## src/rtl/f16_pkg.sv

```systemverilog
// Shared f16 definitions: FSM state encoding, field constants and saturation helper.
`default_nettype none

package f16_pkg;

  typedef enum logic [1:0] {
    IDLE = 2'd0,
    RUN  = 2'd1,
    DONE = 2'd2
  } state_t;

  localparam int          BIAS        = 15;
  localparam logic [4:0]  EXP_MAX     = 5'h1F;
  localparam logic [15:0] MAX_FINITE  = 16'h7BFF;
  localparam logic [15:0] SAT_PATTERN = 16'h7FFF;

  function automatic logic [15:0] f16_sat(input logic sign);
    return {sign, SAT_PATTERN[14:0]};
  endfunction

endpackage

`default_nettype wire

```

## src/rtl/f16_fmac_normal_no_grs.sv

```systemverilog
// Combinational f16 r = x*y + z for normal operands; truncating, no guard/round/sticky bits.
`default_nettype none

module f16_fmac_normal_no_grs
  import f16_pkg::*;
(
  input  logic [15:0] x,
  input  logic [15:0] y,
  input  logic [15:0] z,
  output logic [15:0] r
);

  logic               sp, sz, s_big, s_small, s_res;
  logic [4:0]         ex, ey, ez, k;
  logic [21:0]        mp;
  logic               p_zero, z_zero;
  logic signed [8:0]  ep, eb, d, nd, e_big, e_res;
  logic [23:0]        m_a, m_b, m_big, m_small, m_sum;
  logic [9:0]         frac;

  always_comb begin
    sp     = x[15] ^ y[15];
    sz     = z[15];
    ex     = x[14:10];
    ey     = y[14:10];
    ez     = z[14:10];
    p_zero = (ex == 5'd0) || (ey == 5'd0);
    z_zero = (ez == 5'd0);

    mp = {11'b0, 1'b1, x[9:0]} * {11'b0, 1'b1, y[9:0]};
    ep = $signed({4'b0, ex}) + $signed({4'b0, ey}) - $signed(9'(BIAS));

    // Both operands share a fixed point at bit 20 of a 24-bit magnitude.
    m_a = {2'b0, mp};
    m_b = z_zero ? 24'd0 : {3'b0, 1'b1, z[9:0], 10'b0};
    eb  = z_zero ? ep : $signed({4'b0, ez});
    d   = ep - eb;
    nd  = eb - ep;

    if (d >= 9'sd0) begin
      e_big   = ep;
      m_big   = m_a;
      s_big   = sp;
      s_small = sz;
      m_small = (d > 9'sd23) ? 24'd0 : (m_b >> d[4:0]);
    end else begin
      e_big   = eb;
      m_big   = m_b;
      s_big   = sz;
      s_small = sp;
      m_small = (nd > 9'sd23) ? 24'd0 : (m_a >> nd[4:0]);
    end

    if (s_big == s_small) begin
      m_sum = m_big + m_small;
      s_res = s_big;
    end else if (m_big >= m_small) begin
      m_sum = m_big - m_small;
      s_res = s_big;
    end else begin
      m_sum = m_small - m_big;
      s_res = s_small;
    end

    k = 5'd0;
    for (int i = 0; i < 24; i++) begin
      if (m_sum[i]) k = 5'(i);
    end

    e_res = e_big + $signed({4'b0, k}) - 9'sd20;
    frac  = 10'((m_sum << (5'd23 - k)) >> 13);

    if (p_zero)
      r = {sz, z_zero ? 15'd0 : z[14:0]};
    else if (m_sum == 24'd0)
      r = 16'h0000;
    else if (e_res >= 9'sd31)
      r = f16_sat(s_res);
    else if (e_res <= 9'sd0)
      r = {s_res, 15'd0};
    else
      r = {s_res, e_res[4:0], frac};
  end

endmodule

`default_nettype wire

```

## src/rtl/f16_dot_seq.sv

```systemverilog
// Sequential f16 dot product: accumulates len x*y pairs onto a seed, one pair per cycle.
`default_nettype none

module f16_dot_seq
  import f16_pkg::*;
#(
  parameter int LEN_W = 8
) (
  input  logic             clk,
  input  logic             rst_n,
  input  logic             start,
  input  logic [LEN_W-1:0] len,
  input  logic [15:0]      z_init,
  input  logic             in_valid,
  output logic             in_ready,
  input  logic [15:0]      in_x,
  input  logic [15:0]      in_y,
  output logic             out_valid,
  input  logic             out_ready,
  output logic [15:0]      out_result,
  output logic             out_ovf,
  output logic             busy
);

  state_t           state, state_nxt;
  logic [15:0]      acc, acc_nxt, fmac_r;
  logic [LEN_W-1:0] cnt, cnt_nxt;
  logic             ovf, ovf_nxt;
  logic             accept;

  f16_fmac_normal_no_grs u_fmac (
    .x (in_x),
    .y (in_y),
    .z (acc),
    .r (fmac_r)
  );

  assign in_ready   = (state == RUN);
  assign out_valid  = (state == DONE);
  assign busy       = (state != IDLE);
  assign out_result = acc;
  assign out_ovf    = ovf;
  assign accept     = in_valid && in_ready;

  always_ff @(posedge clk) begin
    if (!rst_n) begin
      state <= IDLE;
      acc   <= 16'h0000;
      cnt   <= '0;
      ovf   <= 1'b0;
    end else begin
      state <= state_nxt;
      acc   <= acc_nxt;
      cnt   <= cnt_nxt;
      ovf   <= ovf_nxt;
    end
  end

  always_comb begin
    state_nxt = state;
    acc_nxt   = acc;
    cnt_nxt   = cnt;
    ovf_nxt   = ovf;
    case (state)
      IDLE: begin
        if (start) begin
          acc_nxt = z_init;
          ovf_nxt = 1'b0;
          if (len != '0) begin
            cnt_nxt   = len;
            state_nxt = RUN;
          end else begin
            state_nxt = DONE;
          end
        end
      end
      RUN: begin
        if (accept) begin
          acc_nxt = fmac_r;
          cnt_nxt = cnt - 1'b1;
          if (fmac_r[14:10] == EXP_MAX) ovf_nxt = 1'b1;
          if (cnt == LEN_W'(1)) state_nxt = DONE;
        end
      end
      DONE: begin
        // A start coinciding with this handshake is dropped; IDLE must see it.
        if (out_ready) state_nxt = IDLE;
      end
      default: state_nxt = IDLE;
    endcase
  end

endmodule

`default_nettype wire

```

## config.mk

```make
export PLATFORM = sky130hd
export DESIGN_NAME = f16_dot_seq
export DESIGN_NICKNAME = d
export VERILOG_FILES = /design/src/rtl/f16_pkg.sv /design/src/rtl/f16_fmac_normal_no_grs.sv /design/src/rtl/f16_dot_seq.sv
export SDC_FILE = /design/constraint.sdc
export NUM_CORES = 1
export LEC_CHECK = 0
export ABC_CLOCK_PERIOD_IN_PS = 17200
export CORE_MARGIN = 4
export CORE_UTILIZATION = 50
export CTS_CLUSTER_SIZE = 24
export DETAILED_ROUTE_END_ITERATION = 6
export PLACE_DENSITY_LB_ADDON = 0.25
export SYNTH_ARGS = -nofsm -noshare
export SYNTH_HDL_FRONTEND = slang
export SYNTH_SLANG_ARGS = --single-unit
```

## constraint.sdc

```tcl
create_clock -name clk -period 17.2 [get_ports clk]
set_input_delay 3.44 -clock clk [delete_from_list [all_inputs] [get_ports clk]]
set_output_delay 3.44 -clock clk [all_outputs]
set_load 0.03 [all_outputs]
```

==> run summary, run 1 <==
Hold/Removal Path Class: register to register
Multi-input gate area: 12600 um2
Synth unique cells: 94
Die Ht: 177 um
Vias per inst: 6.37
Drt pass-1 iters: 7
Post-route minimum period: 16.52 ns
Antenna cells: 0
Fin nets: 2381
Final setup violation count: 0
Final wirelength: 49900 um
Fin crit share: 0.960
Max-slew headroom: 0.199
Largest net degree at the start of global routing: 50
Max Root-Sink Buffers: 2
RSZ-0062 raised after global routing: false
Buffers added on ports: 80
Final Hold Vio Count: 0
CP max stage delay: 0.56 ns
Mapped Area: 14300 um2
CP max FO: 12
Core Area: 28000 um2
Sequential cell area: 541 um2
Antenna violations before repair: 0
Count leader, synth: inv_1
Synth area leader: ha_1
Critical Path RT: 17.35 ns
Skew final: 0.00465 ns
Post-synth top area share: 0.133
Worst-path clk slew: 0.08 ns
R2R Path End: out_result[3]$_SDFFE_PN0P_
Number of global-route vias before repair: 14700
Reg-to-Reg Start: out_result[10]$_SDFFE_PN0P_
Num CTS Buffers: 3
Hold-fix buffers, CTS: 0
CTS sink count: 27
GP Congestion: 1.07
First-pass GRT wire length: 79400 um
Register area share after synthesis: 0.0378
Final setup TNS: 0 ns
Main synth FF type: dfxtp_1
R2r setup slk: 5.30 ns
Failing checks: DRC
Largest cells by area after synthesis: ha_1 13%, fa_1 12%, inv_1 5.7%
Drt initial violations: 1589
Placed cell areas: 15600 um2
Initial core utilization: 0.510
Commonest cells in the synthesized netlist: 216 x inv_1, 203 x nand2_1, 160 x a21oi_1
Mapped Cells: 2034
Hold Path End: cnt[7]$_SDFFE_PN0P_
GRT Util Overall: 0.309
Max Slew Vio Count: 0
Hold Crit Depth: 2
Syn_nets: 2334
Syn-to-layout area delta: 11.8%
TritonCTS clock tree: done
Num rows: 61
Setup crit end kind: register
Die Wd: 177 um
Later-pin clock latency in the skew report: 0.27 ns
FF-to-FF path depth: 49
Post-synth EDFFs: 0
H-Tree Depth: 1
Status: complete, but fails checks
Routed vias: 15700
Clock root buffer master: clkbuf_16
Crit start category: input pin
Post-synth ARST share: 0
DRC violation count after routing: 7
Min-delay src: cnt[7]$_SDFFE_PN0P_
Antenna Violating Nets Remaining: 0
Max Freq: 60.5 MHz
Synth Warn #: 0
CP Data Arrival Time: 16.67 ns
Avg Cell Area, Syn: 7.02 um2
Dpl hpwl: 40400 um
DR WL/cell: 20.3 um
Share of cells above drive strength 1: 0.0861
Grt ovf: 0
Critical path class: input pin to register
Die ar.: 31300 um2
Final core occ: 0.570
Max-cap viol count: 0
Final instance area: 16000 um2
Worst-Margin Slew: 1.20 ns
Layout fillers: 2764
I/O pins: 81
Slowest library cell on the worst path: clkdlybuf4s50_1
#FFs+latches synth: 27
==> critical path, delay by kind of cell <==
family,cells,cell delay (ns)
compound gates,26,5.27
fa+ha+maj,9,3.34
simple gates,12,2.28
buf+inv,10,1.59
mux,1,0.53
xor+xnor,2,0.22
==> cells by family (layout without fill, tap and decap cells) <==
logic type               count (synthesis)  after routing  share of synthesized area
AO/OA/AOI/OAI                          644            644                      0.308
adder cells (fa/ha/maj)                240            240                      0.256
AND/OR/NAND/NOR                        681            681                      0.232
buffers and inverters                  334            380                     0.0905
flip-flops                              27             27                     0.0378
multiplexers                            53             53                     0.0420
XOR/XNOR                                55             55                     0.0337
==> routing by layer <==
layer,global-route usage,part of all wire,up-vias
li1,-,-,7341
met1,0.449,0.44,7383
met2,0.476,0.43,813
met3,0.0637,0.10,117
met4,0.0625,0.029,0
met5,0,0,-
==> sequential cells by signal, indices dropped and copies added, names as in the netlist <==
register and flops:
out_ovf 1, out_result 16, state 2, cnt 8
==> layout by cell type (no fill, tap or decap), types with 10 or more instances in the layout <==
cell,count
ha_1,150
o21a_1,16
xor2_1,16
a31oi_1,18
nor4_1,20
inv_1,216
and3_1,19
o211a_1,10
o31ai_1,15
xnor2_1,35
o22ai_1,19
nor2b_1,25
or2_2,12
o211ai_1,32
nor3_1,44
o2111ai_1,12
dlymetal6s2s_1,10
o21bai_1,21
buf_4,76
nand4_1,11
mux2i_1,32
or3_1,21
nand3_1,57
nand2_1,203
fa_1,87
mux2_2,16
a211oi_1,34
dfxtp_1,27
a21o_1,40
nand2b_1,24
o21ai_0,117
clkdlybuf4s50_1,70
a21oi_1,156
and2_1,63
nor2_1,145
==> per-stage QoR <==
step                      worst slack (ns)  cells  hold slack [ns]
after global placement               0.287   2445            0.465
after floorplan                      0.986   2034            0.450
after CTS                            0.168   2449            0.481
final                                0.680   2458            0.483
after global routing               0.00407   2458            0.521
after detailed placement           -0.0485   2445            0.469
==> worst max path at each step <==
| stage | start | end | slack [ns] | cells after the start |
|---|---|---|---|---|
| 2_1_floorplan | in_x[3] | out_result[5]$_SDFFE_PN0P_ | 0.99 | 59 |
| 3_3_place_gp | in_x[9] | out_result[9]$_SDFFE_PN0P_ | 0.29 | 60 |
| 3_5_place_dp | in_x[8] | out_result[3]$_SDFFE_PN0P_ | -0.05 | 60 |
| 4_1_cts | in_x[9] | out_result[3]$_SDFFE_PN0P_ | 0.17 | 60 |
| 5_1_grt | in_x[3] | out_result[3]$_SDFFE_PN0P_ | 0.004 | 60 |
| 6_report | in_y[4] | out_result[3]$_SDFFE_PN0P_ | 0.68 | 60 |
==> area by class of cell <==
type | count | share of cell area
multi-input combinational | 1673 | 0.791
timing repair buffer | 157 | 0.0881
inverter | 219 | 0.0518
sequential | 27 | 0.0338
tap | 378 | 0.0296
clock buffer | 3 | 0.00470
clock inverter | 1 | 0.000548
==> what timing repair did <==
item / 4_1_cts / 5_1_grt
gates resized for setup: 0 / 45
endpoints found under the setup margin: 0 / 16
setup buffers: 0 / 9
Power of run 1 is not shown: default switching activity piles up to over one toggle a cycle in this logic, so the estimate is an artifact.
==> run 2: changes to the inputs <==
--- a/config.mk
+++ b/config.mk
@@ -13,4 +13,5 @@
 export PLACE_DENSITY_LB_ADDON = 0.25
 export SYNTH_ARGS = -nofsm -noshare
 export SYNTH_HDL_FRONTEND = slang
+export SYNTH_HIERARCHICAL = 1
 export SYNTH_SLANG_ARGS = --single-unit
==> run summary, run 2 <==
Status: finished, final reports clean
Largest register FFs: 16 (unchanged)
Max-cap viol count: 0 (unchanged)
GRT Util Overall: 0.296 (-0.0125)
Final wirelength: 47300 um (-5.2%)
Most common cell after layout, fill and taps aside: nand2_1
DR WL/cell: 19.5 um (-4.2%)
I/O pins: 81 (unchanged)
CP Data Arrival Time: 16.76 ns (+0.09 ns)
Antenna violations before repair: 0 (unchanged)
CP max stage delay: 0.55 ns (about the same)
Max Freq: 60.4 MHz (-0.18%)
Register area share after synthesis: 0.0384 (+0.000569)
Most frequent cells in the layout: 235 x nand2_1, 208 x inv_1, 154 x ha_1
Dpl hpwl: 39000 um (-3.5%)
Synth Warn #: 6 (+6)
Max Slew Vio Count: 0 (unchanged)
Num rows: 61 (unchanged)
Mapped Cells: 1971 (-3.1%)
Commonest cells in the synthesized netlist: 235 x nand2_1, 208 x inv_1, 154 x ha_1
Crit start category: input pin
Final Hold Vio Count: 0 (unchanged)
Post-synth top area share: 0.137 (+0.00378)
Mapped Area: 14100 um2 (-1.5%)
Largest net degree at the start of global routing: 51 (+2.0%)
Reg-to-Reg Start: out_result[10]$_SDFFE_PN0P_
Skew final: 0.00670 ns (+0.00205 ns)
Vias per inst: 6.20 (-2.7%)
Drt pass-1 iters: 5 (-2)
GP Congestion: 0.998 (-7.1%)
Fin nets: 2358 (-0.97%)
Die ar.: 30900 um2 (-1.4%)
Fin crit share: 0.962 (+0.00169)
Most Frequent Cell on Critical Path: inv_1
Die Ht: 176 um (-0.71%)
Syn_nets: 2273 (-2.6%)
Fin cells: 2433 (-1.0%)
Synth unique cells: 104 (+11%)
Critical path class: input pin to register
Slowest library cell on the worst path: clkdlybuf4s50_1
H-Tree Depth: 1 (unchanged)
CP Launch Point: in_x[8]
Clock root buffer master: clkbuf_16
CP max FO: 13 (+1)
Setup crit end kind: register
Share of cells above drive strength 1: 0.112 (+0.0259)
Number of global-route vias before repair: 14300 (-2.7%)
Drt initial violations: 1665 (+4.8%)
Hold-fix buffers, CTS: 0 (unchanged)
Max-slew headroom: 0.204 (+0.00466)
Core Area: 27800 um2 (-0.82%)
#FFs+latches synth: 27 (unchanged)
Avg Cell Area, Syn: 7.14 um2 (+1.7%)
Final core occ: 0.576 (+0.00619)
Main synth FF type: dfxtp_1
Routed vias: 15100 (-3.7%)
Final setup TNS: 0 ns (unchanged)
Later-pin clock latency in the skew report: 0.27 ns (about the same)
Antenna Violating Nets Remaining: 0 (unchanged)
DRC violation count after routing: 0 (-7)
Count leader, synth: nand2_1
Post-synth ARST share: 0 (unchanged)
Post-synth EDFFs: 0 (unchanged)
Syn-to-layout area delta: 13.8%
Post-Place Cells: 2424 (-0.86%)
Critical Path RT: 17.41 ns (+0.06 ns)
Grt ovf: 0 (unchanged)
Largest cells by area after synthesis: ha_1 14%, fa_1 12%, nand2_1 6.3%
Buffers added on ports: 80 (unchanged)
Synth area leader: ha_1
Hold/Removal Path Class: register to register
Final setup violation count: 0 (unchanged)
Antenna cells: 0 (unchanged)
First-pass GRT wire length: 76000 um (-4.3%)
Initial core utilization: 0.507 (-0.00341)
Num CTS Buffers: 3 (unchanged)
Max Root-Sink Buffers: 2 (unchanged)
TritonCTS clock tree: done
Die Wd: 176 um (-0.71%)
Worst-Margin Slew: 1.19 ns (-0.00466 ns)
Min-delay src: cnt[5]$_SDFFE_PN0P_
Post-route minimum period: 16.55 ns (+0.0291 ns)
CTS sink count: 27 (unchanged)
Worst-path clk slew: 0.07 ns (about the same)
## run 2: changes by cell type after synthesis, sizes merged, moves of 15 or more
cell    previous run  this run
a21oi            161       124
nand2            204       236
mux2i             33        54
clkbuf            91        72
o21ai            123       106
a211oi            40        24
nand3             58        73
## run 2: worst max-delay path, delay by kind of cell
| family | cells | cell delay, ns |
|---|---|---|
| and+or+nand+nor | 15 | 2.46 |
| adders and majority gates | 9 | 3.68 |
| muxes | 2 | 0.31 |
| xor gates and xnor gates | 1 | 0.20 |
| buffers and inverters | 10 | 1.49 |
| AOI/OAI and AO/OA | 26 | 5.12 |
## run 2: per-stage QoR
stage	hold WS (ns)	setup WS [ns]	area, um2
final	0.503	0.651	16000
after detailed placement	0.491	-0.168	15700
after global placement	0.476	0.0698	15700
after CTS	0.501	0.0595	15700
after floorplan	0.454	1.08	14100
after global routing	0.540	-0.0609	16000
## run 2: metal layers
metal | vias up | wire length, um | GRT usage
met5 | - | 0 | 0
met2 | 630 | 22000 | 0.494
met3 | 88 | 2950 | 0.0241
li1 | 7135 | - | -
met4 | 0 | 1620 | 0.0809
met1 | 7228 | 20800 | 0.414
## run 2: repair_timing
action / 4_1_cts / 5_1_grt
endpoints found under the setup margin: 0 / 16
buffers inserted: 0 / 5
resized for setup: 0 / 58
## run 2: path summary, 6_finish.rpt
check | end | slack, ns | cells past startpoint
setup / recovery | out_result[4]$_SDFFE_PN0P_ | 0.65 | 63
hold / removal | cnt[5]$_SDFFE_PN0P_ | 0.50 | 2
setup reg to reg | out_result[4]$_SDFFE_PN0P_ | 5.50 | 51
hold reg to reg | cnt[5]$_SDFFE_PN0P_ | 0.50 | 2
## run 2: cell families after synthesis
logic type | Yosys count | synth area share
compound gates | 549 | 0.274
mux | 78 | 0.0595
flops | 27 | 0.0384
buf+inv | 322 | 0.0932
fa+ha+maj | 241 | 0.261
simple gates | 708 | 0.244
xor+xnor | 46 | 0.0302
## run 2: cell type report
cell class | count | area (um2)
multi-input combinational | 1622 | 12500
clock buffer | 4 | 78.8
fill | 2713 | 11800
timing repair buffer | 187 | 1650
tap | 378 | 473
inverter | 215 | 807
sequential | 27 | 541
Power of run 2 is left out for the same reason.
==> run 3: changes to the inputs <==
--- a/config.mk
+++ b/config.mk
@@ -5,12 +5,14 @@
 export SDC_FILE = /design/constraint.sdc
 export NUM_CORES = 1
 export LEC_CHECK = 0
+export ABC_AREA = 1
 export ABC_CLOCK_PERIOD_IN_PS = 17200
 export CORE_MARGIN = 4
 export CORE_UTILIZATION = 50
 export CTS_CLUSTER_SIZE = 24
 export DETAILED_ROUTE_END_ITERATION = 6
 export PLACE_DENSITY_LB_ADDON = 0.25
+export SETUP_SLACK_MARGIN = 0.05
 export SYNTH_ARGS = -nofsm -noshare
 export SYNTH_HDL_FRONTEND = slang
 export SYNTH_HIERARCHICAL = 1
==> run summary, run 3 <==
Status: finished, final reports clean
Max Slew Vio Count: 0 (unchanged)
Antenna Violating Nets Remaining: 0 (unchanged)
H-Tree Depth: 1 (unchanged)
Initial core utilization: 0.514 (+0.00731)
Slowest library cell on the worst path: clkdlybuf4s50_1
Critical path class: input pin to register
Post-synth top area share: 0.164 (+0.0266)
Most frequent cells in the layout: 586 x nand2_1, 421 x inv_1, 151 x nand3_1
Layout fillers: 2614 (-3.6%)
Crit start category: input pin
Synth unique cells: 69 (-34%)
Mapped Area: 13500 um2 (-3.8%)
Syn-to-layout area delta: 9.75%
DRC violation count after routing: 0 (unchanged)
Num rows: 59 (-3.3%)
R2r setup slk: 6.56 ns (+1.06 ns)
Complex-gate fraction of the synthesized area: 0.187 (-0.0873)
Core Area: 26400 um2 (-5.1%)
Main synth FF type: dfxtp_1
Later-pin clock latency in the skew report: 0.27 ns (about the same)
Dpl hpwl: 34800 um (-11%)
Die ar.: 29800 um2 (-3.6%)
Avg Cell Area, Syn: 6.00 um2 (-16%)
Grt ovf: 0 (unchanged)
Count leader, synth: nand2_1
#FFs+latches synth: 27 (unchanged)
Simple-gate share of the synthesized area: 0.305 (+0.0608)
Hold-fix buffers, CTS: 0 (unchanged)
Most common cell after layout, fill and taps aside: nand2_1
Final setup violation count: 0 (unchanged)
Commonest cells in the synthesized netlist: 590 x nand2_1, 424 x inv_1, 154 x ha_1
CP max stage delay: 0.81 ns (+0.26 ns)
Synth Warn #: 6 (unchanged)
Post-synth EDFFs: 0 (unchanged)
Vias per inst: 5.62 (-9.4%)
Fin crit share: 0.947 (-0.0150)
Mapped Cells: 2259 (+15%)
Largest cells by area after synthesis: nand2_1 16%, ha_1 14%, fa_1 13%
Synth area leader: nand2_1
DR WL/cell: 15.8 um (-19%)
Buffers added on ports: 80 (unchanged)
Reg-to-Reg Start: out_result[10]$_SDFFE_PN0P_
Max Root-Sink Buffers: 2 (unchanged)
Share of cells above drive strength 1: 0.0636 (-0.0483)
Final setup TNS: 0 ns (unchanged)
GRT Util Overall: 0.267 (-0.0295)
Skew final: 0.00693 ns (+0.000224 ns)
Routed vias: 14800 (-2.0%)
Largest register FFs: 16 (unchanged)
Die Ht: 173 um (-1.8%)
I/O pins: 81 (unchanged)
CP Data Arrival Time: 16.45 ns (-0.31 ns)
Antenna violations before repair: 0 (unchanged)
Worst-path clk slew: 0.08 ns (about the same)
Die Wd: 173 um (-1.8%)
First-pass GRT wire length: 68100 um (-10%)
Min-delay src: state[1]$_SDFFE_PN0P_
Hold Crit Depth: 1 (-1)
Fin nets: 2599 (+10%)
Drt pass-1 iters: 6 (+1)
XOR/XNOR share of the synthesized area: 0.0355 (+0.00525)
Largest family of logic cells by synthesized area: simple AND/OR/NAND/NOR gates
Syn_nets: 2561 (+13%)
R2R Path End: out_ovf$_SDFFE_PN0P_
Drt initial violations: 1363 (-18%)
GP Congestion: 1.04 (+4.3%)
Most Frequent Cell on Critical Path: nand2_1
Largest net degree at the start of global routing: 42 (-18%)
Num CTS Buffers: 3 (unchanged)
Register area share after synthesis: 0.0399 (+0.00150)
Antenna cells: 0 (unchanged)
FF-to-FF path depth: 74 (+45%)
Number of global-route vias before repair: 13600 (-4.6%)
RSZ-0062 raised after global routing: true
Final core occ: 0.564 (-0.0124)
Max-cap viol count: 0 (unchanged)
Post-synthesis mux area share: 0.00591 (-0.0536)
Clock root buffer master: clkbuf_16
Final wirelength: 41700 um (-12%)
Post-route minimum period: 16.29 ns (-0.258 ns)
CP max FO: 11 (-2)
Max Freq: 61.4 MHz (+1.6%)
Final Hold Vio Count: 0 (unchanged)
Hold/Removal Path Class: register to register
TritonCTS clock tree: done
Hold Path End: state[1]$_SDFFE_PN0P_
Max-slew headroom: 0.369 (+0.165)
Worst-Margin Slew: 0.944 ns (-0.247 ns)
Post-Synth Adder-Cell Area: 0.271 (+0.0102)
Critical Path RT: 17.36 ns (-0.05 ns)
CTS sink count: 27 (unchanged)
Setup crit end kind: register
Post-synth ARST share: 0 (unchanged)
## run 3: changes by cell type after synthesis, sizes merged, moves of 23 or more
| cell | before | now |
|---|---|---|
| inv | 212 | 437 |
| nand3 | 73 | 159 |
| xor2 | 16 | 42 |
| and2 | 57 | 4 |
| o21ai | 106 | 180 |
| a21o | 33 | 7 |
| o211a | 23 | 0 |
| nor3 | 52 | 11 |
| mux2i | 54 | 8 |
| nand2 | 236 | 616 |
| nand2b | 24 | 0 |
## run 3: cell type report
type / count / area (um2) / share of cell area
Inverter: 444 / 1680 / 0.113
Clock buffer: 3 / 75.1 / 0.00505
Timing Repair Buffer: 123 / 1150 / 0.0776
Sequential cell: 27 / 541 / 0.0364
Tap cell: 335 / 419 / 0.0282
Multi-Input combinational cell: 1698 / 11000 / 0.739
Clock inverter: 1 / 8.76 / 0.000589
## run 3: cells by family (layout without fill, tap and decap cells)
| logic type | count (synthesis) | after routing |
|---|---|---|
| multiplexers | 8 | 8 |
| XOR/XNOR | 54 | 54 |
| AO/OA/AOI/OAI | 431 | 431 |
| flip-flops | 27 | 27 |
| buffers and inverters | 534 | 571 |
| AND/OR/NAND/NOR | 964 | 964 |
| adder cells (fa/ha/maj) | 241 | 241 |
## run 3: how the worst max path moves through the flow
stage	startpoint	end	depth (start not counted)
after floorplan	in_y[2]	out_ovf$_SDFFE_PN0P_	93
after global placement	in_y[2]	out_result[4]$_SDFFE_PN0P_	95
after detailed placement	in_y[2]	out_ovf$_SDFFE_PN0P_	96
after CTS	in_y[2]	out_ovf$_SDFFE_PN0P_	96
after global routing	in_x[1]	out_result[9]$_SDFFE_PN0P_	92
final	in_x[1]	out_ovf$_SDFFE_PN0P_	92
## run 3: repair_timing
action	in CTS	in global routing
gates resized for setup	0	37
endpoints found under the setup margin	0	16
setup buffers	0	6
## run 3: per-layer routing
metal	wire (um)	up-vias	global-route usage
li1	-	7250	-
met1	19100	6793	0.391
met2	18000	656	0.427
met3	3340	79	0.0236
met4	1150	0	0.0669
met5	0	-	0
## run 3: through the flow
step | worst slack, ns | hold WS (ns) | cells | cell area, um2
after floorplan | 1.86 | 0.470 | 2259 | 13500
after global placement | 0.453 | 0.485 | 2621 | 14600
after detailed placement | 0.137 | 0.499 | 2621 | 14600
after CTS | 0.391 | 0.511 | 2625 | 14700
after global routing | -0.0308 | 0.536 | 2631 | 14900
final | 0.909 | 0.514 | 2631 | 14900
## run 3: worst max-delay path: cells and delay by family
family,cells,cell delay (ns)
AO/OA/AOI/OAI,28,3.41
XOR/XNOR,2,0.48
adder cells (fa/ha/maj),9,3.44
buffers and inverters,14,1.86
AND/OR/NAND/NOR,39,3.80
Power of run 3 is left out for the same reason.
